## config.mk

```make
export PLATFORM = sky130hd
export DESIGN_NAME = cpc_exp_mailbox
export DESIGN_NICKNAME = d
export VERILOG_FILES = /design/src/rtl/cpc_exp_mailbox.sv
export SDC_FILE = /design/constraint.sdc
export NUM_CORES = 1
export LEC_CHECK = 0
export CORE_UTILIZATION = 37
export CTS_CLUSTER_SIZE = 10
export DETAILED_ROUTE_END_ITERATION = 10
export DONT_BUFFER_PORTS = 1
export GPL_TIMING_DRIVEN = 1
export SLEW_MARGIN = 40
export SYNTH_ARGS = -nofsm -noshare
export SYNTH_HDL_FRONTEND = slang
export SYNTH_SLANG_ARGS = --single-unit
export TNS_END_PERCENT = 50
```

## constraint.sdc

```tcl
create_clock -name clk -period 6.5 [get_ports clk]
set_clock_uncertainty 0.15 [all_clocks]
set_input_delay 0.65 -clock clk [delete_from_list [all_inputs] [get_ports clk]]
set_output_delay 0.65 -clock clk [all_outputs]
set_load 0.01 [all_outputs]
```

## src/rtl/cpc_exp_mailbox.sv

```systemverilog
// cpc_exp_mailbox: I/O responder on the CPC expansion port.
//
// Two byte FIFOs bridge the emulated Z80 and a host stream interface:
//   TX FIFO: CPU -> host, RX FIFO: host -> CPU.
// Register map (cpu_addr[1:0], block selected at BASE_HI:BASE_LO[7:2]):
//   0 R: pop RX head (8'hFF if empty)    W: push TX
//   1 R: status {rx_nempty, tx_full, rx_underflow, tx_overflow, 2'b00, ie_tx, ie_rx}
//     W: control {flush, -, clr_rx_underflow, clr_tx_overflow, -, -, ie_tx, ie_rx}
//   2/3: read 8'hFF, writes ignored
//
// Ports:
//   clk, reset_n                 clock, asynchronous active-low reset
//   cpu_addr/cpu_dout            Z80 address and write data
//   cpu_din                      read data, 8'hFF when idle (ANDed into CPU bus)
//   iorq/rd/wr/m1                active-high Z80 bus strobes
//   irq                          registered level interrupt
//   host_rx_data/valid/ready     host -> CPU byte stream
//   host_tx_data/valid/ready     CPU -> host byte stream
module cpc_exp_mailbox #(
  parameter int unsigned DEPTH_LOG2 = 4,
  parameter logic [7:0]  BASE_HI    = 8'hFB,
  parameter logic [7:0]  BASE_LO    = 8'hD0
) (
  input  logic        clk,
  input  logic        reset_n,
  input  logic [15:0] cpu_addr,
  input  logic [7:0]  cpu_dout,
  output logic [7:0]  cpu_din,
  input  logic        iorq,
  input  logic        rd,
  input  logic        wr,
  input  logic        m1,
  output logic        irq,
  input  logic [7:0]  host_rx_data,
  input  logic        host_rx_valid,
  output logic        host_rx_ready,
  output logic [7:0]  host_tx_data,
  output logic        host_tx_valid,
  input  logic        host_tx_ready
);

  localparam int unsigned Depth = 1 << DEPTH_LOG2;

  typedef logic [DEPTH_LOG2-1:0] ptr_t;
  typedef logic [DEPTH_LOG2:0]   cnt_t;

  // FIFO storage (contents need no reset; pointers and counts define validity)
  logic [7:0] tx_mem [Depth];
  logic [7:0] rx_mem [Depth];

  ptr_t tx_wptr_q, tx_wptr_d, tx_rptr_q, tx_rptr_d;
  ptr_t rx_wptr_q, rx_wptr_d, rx_rptr_q, rx_rptr_d;
  cnt_t tx_cnt_q, tx_cnt_d, rx_cnt_q, rx_cnt_d;

  logic ie_rx_q, ie_rx_d, ie_tx_q, ie_tx_d;
  logic tx_ovf_q, tx_ovf_d, rx_udf_q, rx_udf_d;
  logic irq_q, irq_d;

  // Bus edge detection and read snapshot
  logic       rd_act_q, wr_act_q;
  logic [1:0] rd_idx_q, rd_idx_d;
  logic [7:0] rd_snap_q, rd_snap_d;
  logic       rd_nempty_q, rd_nempty_d;

  logic       sel, rd_act, wr_act, wr_fire, rd_end;
  logic [1:0] idx;
  logic       tx_empty, tx_full, rx_empty, rx_full;
  logic [7:0] status, live_data, rx_head;
  logic       tx_push, tx_pop, rx_push, rx_pop;
  logic       ctrl_wr, flush, data_wr;

  // Decode
  assign sel    = iorq & ~m1 & (cpu_addr[15:8] == BASE_HI) & (cpu_addr[7:2] == BASE_LO[7:2]);
  assign idx    = cpu_addr[1:0];
  assign rd_act = sel & rd;
  assign wr_act = sel & wr;

  // One action per I/O cycle: write acts at its leading edge, read pops at its trailing edge
  assign wr_fire = wr_act & ~wr_act_q;
  assign rd_end  = ~rd_act & rd_act_q;

  assign tx_empty = (tx_cnt_q == '0);
  assign tx_full  = (tx_cnt_q == cnt_t'(Depth));
  assign rx_empty = (rx_cnt_q == '0);
  assign rx_full  = (rx_cnt_q == cnt_t'(Depth));

  assign rx_head = rx_mem[rx_rptr_q];
  assign status  = {~rx_empty, tx_full, rx_udf_q, tx_ovf_q, 2'b00, ie_tx_q, ie_rx_q};

  always_comb begin
    live_data = 8'hFF;
    case (idx)
      2'd0:    live_data = rx_empty ? 8'hFF : rx_head;
      2'd1:    live_data = status;
      default: live_data = 8'hFF;
    endcase
  end

  // First read cycle shows live data; the rest of the read shows the value latched then,
  // so a host push or flag change mid-read cannot disturb what the CPU samples.
  always_comb begin
    cpu_din = 8'hFF;
    if (rd_act) begin
      cpu_din = rd_act_q ? rd_snap_q : live_data;
    end
  end

  always_comb begin
    rd_snap_d   = rd_snap_q;
    rd_idx_d    = rd_idx_q;
    rd_nempty_d = rd_nempty_q;
    if (rd_act && !rd_act_q) begin
      rd_snap_d   = live_data;
      rd_idx_d    = idx;
      rd_nempty_d = ~rx_empty;
    end
  end

  // Actions
  assign data_wr = wr_fire & (idx == 2'd0);
  assign ctrl_wr = wr_fire & (idx == 2'd1);
  assign flush   = ctrl_wr & cpu_dout[7];

  assign tx_pop  = ~tx_empty & host_tx_ready;
  // A same-cycle host pop frees the slot a push into a full TX FIFO needs
  assign tx_push = data_wr & (~tx_full | tx_pop);
  assign rx_push = host_rx_valid & ~rx_full;
  // Pop only if the CPU actually saw a byte at read start and it is still there
  assign rx_pop  = rd_end & (rd_idx_q == 2'd0) & rd_nempty_q & ~rx_empty;

  always_comb begin
    tx_wptr_d = tx_wptr_q;
    tx_rptr_d = tx_rptr_q;
    tx_cnt_d  = tx_cnt_q;
    rx_wptr_d = rx_wptr_q;
    rx_rptr_d = rx_rptr_q;
    rx_cnt_d  = rx_cnt_q;
    if (flush) begin
      tx_wptr_d = '0;
      tx_rptr_d = '0;
      tx_cnt_d  = '0;
      rx_wptr_d = '0;
      rx_rptr_d = '0;
      rx_cnt_d  = '0;
    end else begin
      if (tx_push) tx_wptr_d = tx_wptr_q + ptr_t'(1);
      if (tx_pop)  tx_rptr_d = tx_rptr_q + ptr_t'(1);
      tx_cnt_d = tx_cnt_q + cnt_t'(tx_push) - cnt_t'(tx_pop);
      if (rx_push) rx_wptr_d = rx_wptr_q + ptr_t'(1);
      if (rx_pop)  rx_rptr_d = rx_rptr_q + ptr_t'(1);
      rx_cnt_d = rx_cnt_q + cnt_t'(rx_push) - cnt_t'(rx_pop);
    end
  end

  always_comb begin
    ie_rx_d  = ie_rx_q;
    ie_tx_d  = ie_tx_q;
    tx_ovf_d = tx_ovf_q;
    rx_udf_d = rx_udf_q;
    if (ctrl_wr) begin
      ie_rx_d = cpu_dout[0];
      ie_tx_d = cpu_dout[1];
      if (cpu_dout[4]) tx_ovf_d = 1'b0;
      if (cpu_dout[5]) rx_udf_d = 1'b0;
    end
    if (data_wr && tx_full && !tx_pop)                    tx_ovf_d = 1'b1;
    if (rd_end && (rd_idx_q == 2'd0) && !rd_nempty_q)    rx_udf_d = 1'b1;
  end

  assign irq_d = (ie_rx_q & ~rx_empty) | (ie_tx_q & tx_empty);

  always_ff @(posedge clk or negedge reset_n) begin
    if (!reset_n) begin
      tx_wptr_q   <= '0;
      tx_rptr_q   <= '0;
      tx_cnt_q    <= '0;
      rx_wptr_q   <= '0;
      rx_rptr_q   <= '0;
      rx_cnt_q    <= '0;
      ie_rx_q     <= 1'b0;
      ie_tx_q     <= 1'b0;
      tx_ovf_q    <= 1'b0;
      rx_udf_q    <= 1'b0;
      irq_q       <= 1'b0;
      rd_act_q    <= 1'b0;
      wr_act_q    <= 1'b0;
      rd_idx_q    <= 2'd0;
      rd_snap_q   <= 8'hFF;
      rd_nempty_q <= 1'b0;
    end else begin
      tx_wptr_q   <= tx_wptr_d;
      tx_rptr_q   <= tx_rptr_d;
      tx_cnt_q    <= tx_cnt_d;
      rx_wptr_q   <= rx_wptr_d;
      rx_rptr_q   <= rx_rptr_d;
      rx_cnt_q    <= rx_cnt_d;
      ie_rx_q     <= ie_rx_d;
      ie_tx_q     <= ie_tx_d;
      tx_ovf_q    <= tx_ovf_d;
      rx_udf_q    <= rx_udf_d;
      irq_q       <= irq_d;
      rd_act_q    <= rd_act;
      wr_act_q    <= wr_act;
      rd_idx_q    <= rd_idx_d;
      rd_snap_q   <= rd_snap_d;
      rd_nempty_q <= rd_nempty_d;
    end
  end

  always_ff @(posedge clk) begin
    if (tx_push) tx_mem[tx_wptr_q] <= cpu_dout;
    if (rx_push) rx_mem[rx_wptr_q] <= host_rx_data;
  end

  assign irq           = irq_q;
  assign host_rx_ready = ~rx_full;
  assign host_tx_valid = ~tx_empty;
  assign host_tx_data  = tx_mem[tx_rptr_q];

endmodule

```

==> flow_summary.yaml, run 1 <==
hold_path:
  worst_hold_path_type: "in2reg"
cells_and_area:
  register_area_mm2: 0.00880
  n_antenna_cell: 0
  area_growth_from_synthesis_to_layout_pct: 13.3
  drive_gt1_frac: 0.215
  final_cell_count_no_fill: 1203
  num-nets-final: 793
  design_area_final_mm2: 0.0142
  final.fill_count: 2976
  multi_input_comb_area_mm2: 0.00359
worst_setup_path:
  worst_r2r_startpoint: "tx_cnt_q[2]$_DFF_PN0_"
  timing.reg2reg.worst_path_depth: 15
  critical_path_arrival_ns: 3.07
  kind_of_end_point_of_the_critical_path: "output port"
  timing.rr.end: "tx_cnt_q[4]$_DFF_PN0_"
  setup.reg_to_reg.worst_slack_ns: 3.02
  path_max_fanout: 32
  worst-setup-path-type: "reg2out"
  critPathRequiredTime_ns: 5.70
  timing.critical_path.from_type: "register"
  cp-endpoint: "cpu_din[5]"
  beginning_of_the_critical_path: "rx_rptr_q[0]$_DFFE_PN0P_"
global_routing:
  initial_antenna_violation_count: 0
  globalRouteOverflowTotal: 0
  grt_max_degree: 45
  grt_first_pass_wirelength_um: 40500
  via_count_of_the_first_global_routing_pass: 6535
  grt.total_usage: 0.154
clocking:
  clk_pin_slew_ns: 0.05
  h-tree-depth: 2
  clock_sink_count: 300
  cts_inserted_buffers: 36
  post_cts_resize_count: 0
  cts_tree: "done"
  worstSkewPairLatency_ns: 0.51
  cts.path.max_buffers: 3
  ctsRootBufferMaster: "sky130_fd_sc_hd__clkbuf_16"
power_and_ir_drop:
  pwr_density_cell_mw_per_mm2: 356
  worst_ir_drop_vdd_mv: 0.334
  static-leakage-power_uw: 0.00481
synth:
  syn_inst: 712
  synth.top_cells.by_count: "sky130_fd_sc_hd__edfxtp_1, sky130_fd_sc_hd__mux4_2, sky130_fd_sc_hd__nor2_1, sky130_fd_sc_hd__dfrtp_1, sky130_fd_sc_hd__inv_1"
  synth_cell_type_count: 62
  synth_nets: 776
  yosys_warnings: 0
  async_reset_ff_frac: 0.147
  most_repeated_cell_in_the_gate_level_netlist_after_synthesis: "sky130_fd_sc_hd__edfxtp_1"
  synth_area_mm2: 0.0126
  post-synth-top-area-cell: "sky130_fd_sc_hd__edfxtp_1"
  synth-seq-cells: 300
  synth-seq-area-share: 0.699
  ys.flop_type: "sky130_fd_sc_hd__edfxtp_1"
  yosys-top-cells-area: "sky130_fd_sc_hd__edfxtp_1, sky130_fd_sc_hd__mux4_2, sky130_fd_sc_hd__dfrtp_1, sky130_fd_sc_hd__ha_1, sky130_fd_sc_hd__dfstp_2"
  synth_top_area_frac: 0.611
  synthesis.area_per_instance_um2: 17.7
  synth_edf_count: 256
place:
  buffers_added_on_ports: 0
  global_placer_s_final_weighted_congestion: 0.748
  hpwlAfterDp_um: 16400
  dpl-instance-area_mm2: 0.0132
  placed_cells_incl_taps: 1137
drt:
  vias_per_cell: 5.25
  drt_pre_antenna_iters: 5
  route.detailed.wl_per_inst_um: 21.5
  drcViolationCount: 0
  postRouteAntennaNets: 0
  vias: 6321
  drt_iter0_markers: 462
  routed_wl_um: 25900
sta:
  setup-violations-final: 0
  slew_viol_final: 0
  timing_hold_violations_final: 0
  timing.final.crit_period_ns: 3.87
  max_freq_ghz: 0.258
  final.period_utilization: 0.596
  rsz0062_at_grt: "no"
  relSlewSlack: 0.497
  final.setup.tns_ns: 0
  tightestPinTransition_ns: 0.749
die:
  chip_width_um: 186
  core_area_mm2: 0.0335
  floorplan.die_area_mm2: 0.0347
  die_height_um: 186
  rows: 67
  io_pins: 59
  initial_core_util: 0.375
flow_run:
  max-cap-violations: 0
outcome:
  status: "finished clean"
==> flip-flops by register name, indices dropped and copies added, names as in the netlist <==
name	cells
tx_mem	128
tx_cnt_q	5
tx_rptr_q	4
rd_idx_q	2
ie_tx_q	1
rd_act_q	1
wr_act_q	1
rd_nempty_q	1
rx_cnt_q	5
rx_udf_q	1
irq	1
rx_rptr_q	4
tx_ovf_q	1
ie_rx_q	1
rx_wptr_q	4
tx_wptr_q	4
rx_mem	128
rd_snap_q	8
==> repair_timing <==
action	CTS	global route
endpoints found under the hold margin	44	0
hold buffers	2	0
setup buffers	0	0
==> layer usage <==
| layer | global-route usage | share of wire | vias to the layer above |
|---|---|---|---|
| met5 | 0 | 0 | - |
| met1 | 0.217 | 0.46 | 3305 |
| met3 | 0.0325 | 0.050 | 45 |
| met4 | 0.0534 | 0.026 | 0 |
| met2 | 0.239 | 0.47 | 156 |
| li1 | - | - | 2815 |
==> through the flow <==
step	hold WS, ns	util	power [µW]	setup slack (ns)
floorplan	0.204	-	3100	3.01
global placement	0.208	0.390	3320	2.72
detailed placement	0.208	0.393	3340	2.67
CTS	0.0587	0.425	5150	2.60
global route	0.0545	0.425	5300	2.45
finish	0.0762	0.425	5080	2.63
==> cell type report <==
type,count,share of cell area
clock buffers,63,0.0725
well taps,448,0.0393
multi-input cells,346,0.252
clock inverters,1,0.000527
repair buffers,14,0.00948
flip-flops and latches,300,0.618
inverters,31,0.00817
==> cell families after synthesis <==
logic type / after synthesis / synth area share
muxes: 91 / 0.139
buffers and inverters: 66 / 0.0235
DFF: 300 / 0.699
xor gates and xnor gates: 16 / 0.0111
AOI/OAI and AO/OA: 49 / 0.0275
adders and majority gates: 24 / 0.0251
and+or+nand+nor: 166 / 0.0740
==> power by group <==
group          switching [µW]  leakage, µW  internal, µW  total [µW]
logic                     479      0.00148           459         937
clock network             717     0.000493          1070        1790
registers                 118      0.00283          2240        2350
total                    1310      0.00481          3760        5080
==> how the worst min path moves through the flow <==
stage / slack [ns] / startpoint / to / depth (start not counted)
4_1_cts: 0.06 / host_rx_data[4] / rx_mem[13][4]$_DFFE_PP_ / 0
2_1_floorplan: 0.20 / reset_n / ie_rx_q$_DFFE_PN0P_ / 0
3_3_place_gp: 0.21 / reset_n / rd_idx_q[0]$_DFFE_PN0P_ / 0
6_report: 0.08 / cpu_addr[0] / tx_ovf_q$_DFFE_PN0P_ / 1
5_1_grt: 0.05 / host_rx_data[1] / rx_mem[7][1]$_DFFE_PP_ / 0
3_5_place_dp: 0.21 / reset_n / rd_idx_q[0]$_DFFE_PN0P_ / 0
==> cells in the final DEF, fill, tap and decap left out, drive strengths merged, types with 2 or more instances in the layout <==
cell and n:
ha 22, a21oi 15, mux4 67, xnor2 8
o21ai 9, nor2b 7, nand3b 2, a21o 2
nand2 29, dfrtp 36, nand4b 3, nor3b 5
o32ai 3, nor4b 3, edfxtp 256, mux2 3
nor2 47, a22oi 8, fa 2, nor3 17
nor4 13, o21a 2, nand4 3, mux2i 21
dfstp 8, inv 31, buf 13, or3 6
nand3 4, clkbuf 63, and2 19, xor2 8
==> worst max-delay path: stages, from the launching register on <==
cell and delay, ns:
sky130_fd_sc_hd__dfrtp_2 0.33, sky130_fd_sc_hd__buf_4 0.49, sky130_fd_sc_hd__mux4_2 0.61, sky130_fd_sc_hd__a22oi_1 0.25, sky130_fd_sc_hd__nand2_1 0.16, sky130_fd_sc_hd__nor4_1 0.46, sky130_fd_sc_hd__nor3_1 0.22
No activity file was read; power rests on OpenSTA's default activity.
==> inputs of run 2 (changes only) <==
==> constraint.sdc (replaced) <==
create_clock -name clk -period 3.7 [get_ports clk]
set_clock_uncertainty 0.15 [all_clocks]
set_input_delay 0.37 -clock clk [delete_from_list [all_inputs] [get_ports clk]]
set_output_delay 0.37 -clock clk [all_outputs]
set_load 0.01 [all_outputs]
==> run 2 against run 1 <==
Against the previous run:
- sequential power up 79%
- non-clock buffer count up 41
- setup slack worse by 2.3 ns
- clock power up 78%
- die area unchanged
- core utilization up 1.0 points
- total power up 78%
- flip-flop and latch count unchanged
- highest routed layer unchanged
==> flow_summary.yaml, run 2 (synthesized netlist as in run 1, its figures left out) <==
sta:
  rsz0062_at_grt: "no"
  timing.final.crit_period_ns: 3.34
  slew_viol_final: 0
  relSlewSlack: 0.497
  timing_hold_violations_final: 0
  max_freq_ghz: 0.299
  setup-violations-final: 0
  tightestPinTransition_ns: 0.755
  final.period_utilization: 0.904
  final.setup.tns_ns: 0
cells_and_area:
  area_growth_from_synthesis_to_layout_pct: 16.0
  reg_top3: "rx_mem: 128 flops, tx_mem: 128 flops, rd_snap_q: 8 flops"
  layout.cells.most_common: "sky130_fd_sc_hd__edfxtp_1"
  design_area_final_mm2: 0.0146
  n_antenna_cell: 0
  final_cell_count_no_fill: 1237
  utilization: 0.435
  drive_gt1_frac: 0.226
  most_used_cells_in_the_layout_excluding_fill_and_tap_cells: "sky130_fd_sc_hd__edfxtp_1, sky130_fd_sc_hd__mux4_2, sky130_fd_sc_hd__nor2_1, sky130_fd_sc_hd__clkbuf_16, sky130_fd_sc_hd__dfrtp_1"
  num-nets-final: 835
  final.fill_count: 2945
worst_setup_path:
  critical_path_arrival_ns: 2.82
  critPathRequiredTime_ns: 3.18
  timing.critical_path.from_type: "register"
  critical_path.cell_chain: "mux4_2, a221o_1, a2111o_1, o21a_1"
  max_stage_delay_ns: 0.72
  critPathSlowestCell: "sky130_fd_sc_hd__dfrtp_4"
  cp_num_buf_inv: 0
  worst-setup-path-type: "reg2out"
  cell_class_contributing_the_biggest_share_of_worst_path_delay: "compound AO/OA/AOI/OAI gates"
  kind_of_end_point_of_the_critical_path: "output port"
  setup.reg_to_reg.worst_slack_ns: 0.54
  path_max_fanout: 22
power_and_ir_drop:
  pwr_density_cell_mw_per_mm2: 619
  static-leakage-power_uw: 0.00503
  finalPower_uw: 9030
  worst_ir_drop_vdd_mv: 0.373
die:
  rows: 67
  io_pins: 59
  initial_core_util: 0.375
  floorplan.die_area_mm2: 0.0347
  chip_width_um: 186
  core_area_mm2: 0.0335
  die_height_um: 186
global_routing:
  grt_first_pass_wirelength_um: 40700
  initial_antenna_violation_count: 0
  grt_max_degree: 45
  globalRouteOverflowTotal: 0
  grt.total_usage: 0.155
  via_count_of_the_first_global_routing_pass: 6653
drt:
  drt_iter0_markers: 517
  route.detailed.wl_per_inst_um: 21.1
  routed_wl_um: 26200
  routed.top_layer: "met4"
  drt_pre_antenna_iters: 4
  vias_per_cell: 5.19
  wl_met3_um: 1350
  postRouteAntennaNets: 0
  met1_length_um: 11700
  drcViolationCount: 0
  vias: 6417
  met2RoutedLength_um: 12500
clocking:
  clock_sink_count: 300
  ctsRootBufferMaster: "sky130_fd_sc_hd__clkbuf_16"
  cts_inserted_buffers: 37
  cts.repair_timing.setup_buffer_count: 0
  cts.path.max_buffers: 3
  worstSkewPairLatency_ns: 0.53
  h-tree-depth: 2
  cts_tree: "done"
  clk_pin_slew_ns: 0.06
place:
  global_placer_s_final_weighted_congestion: 0.738
  buffers_added_on_ports: 0
  dpl-instance-area_mm2: 0.0133
  hpwlAfterDp_um: 16900
  placed_cells_incl_taps: 1156
flow_run:
  max-cap-violations: 0
hold_path:
  worst_hold_path_type: "in2reg"
outcome:
  status: "finished clean"
## run 2: changes by cell type in the layout (fill, tap and decap cells not counted), moves of 5 or more
| cell | before | now |
|---|---|---|
| sky130_fd_sc_hd__nor2_2 | 8 | 1 |
| sky130_fd_sc_hd__nor2_1 | 39 | 46 |
| sky130_fd_sc_hd__nor4_4 | 6 | 1 |
| sky130_fd_sc_hd__buf_4 | 10 | 29 |
| sky130_fd_sc_hd__dlygate4sd3_1 | 1 | 22 |
| sky130_fd_sc_hd__clkbuf_1 | 25 | 12 |
| sky130_fd_sc_hd__nor4_2 | 1 | 6 |
## run 2: final timing paths
path	start	to	cells after the start
worst max-delay path	rx_rptr_q[0]$_DFFE_PN0P_	cpu_din[7]	4
worst min-delay path	rd	rd_act_q$_DFF_PN0_	2
worst max register to register	tx_cnt_q[3]$_DFF_PN0_	tx_cnt_q[4]$_DFF_PN0_	15
worst min register to register	rd_idx_q[0]$_DFFE_PN0P_	rd_idx_q[0]$_DFFE_PN0P_	2
max in group asynchronous	reset_n	rd_snap_q[6]$_DFFE_PN1P_	2
min in group asynchronous	reset_n	rx_wptr_q[1]$_DFFE_PN0P_	2
## run 2: final cells by class
class                           count  area (µm²)  share of cell area
Clock inverter                      8        96.3             0.00660
Multi-Input combinational cell    346        3530               0.242
Clock buffer                       49         971              0.0665
Inverter                           31         116             0.00797
Sequential cell                   300        8800               0.603
Timing Repair Buffer               55         517              0.0354
Tap cell                          448         561              0.0384
## run 2: repair_timing
| item | in CTS | in global routing |
|---|---|---|
| hold buffers | 22 | 1 |
| resized for setup | 0 | 0 |
| hold endpoints to repair | 315 | 1 |
## run 2: worst register-to-register path, delay by kind of cell (launching register included)
kind	cells	cell delay [ns]
simple gates	5	0.92
flops	1	0.38
fa+ha+maj	4	0.87
compound gates	2	0.41
buf+inv	3	0.20
xor+xnor	1	0.13
## run 2: metal layers
metal  GRT usage  up-vias
li1            -     2890
met1       0.212     3323
met2       0.249      163
met3      0.0318       41
met4      0.0455        0
met5           0        -
## run 2: per-stage QoR
stage / setup WS [ns] / hold slack (ns)
floorplan: 0.487 / -0.0756
CTS: 0.117 / 0.00760
global route: 0.105 / 0.0604
detailed placement: 0.517 / -0.0719
global placement: 0.533 / -0.0733
finish: 0.356 / 0.0315
## run 2: report_power, final
group / switching (µW) / internal [µW]
sequential: 278 / 3930
combinational: 800 / 848
clock: 1330 / 1850
total: 2400 / 6630
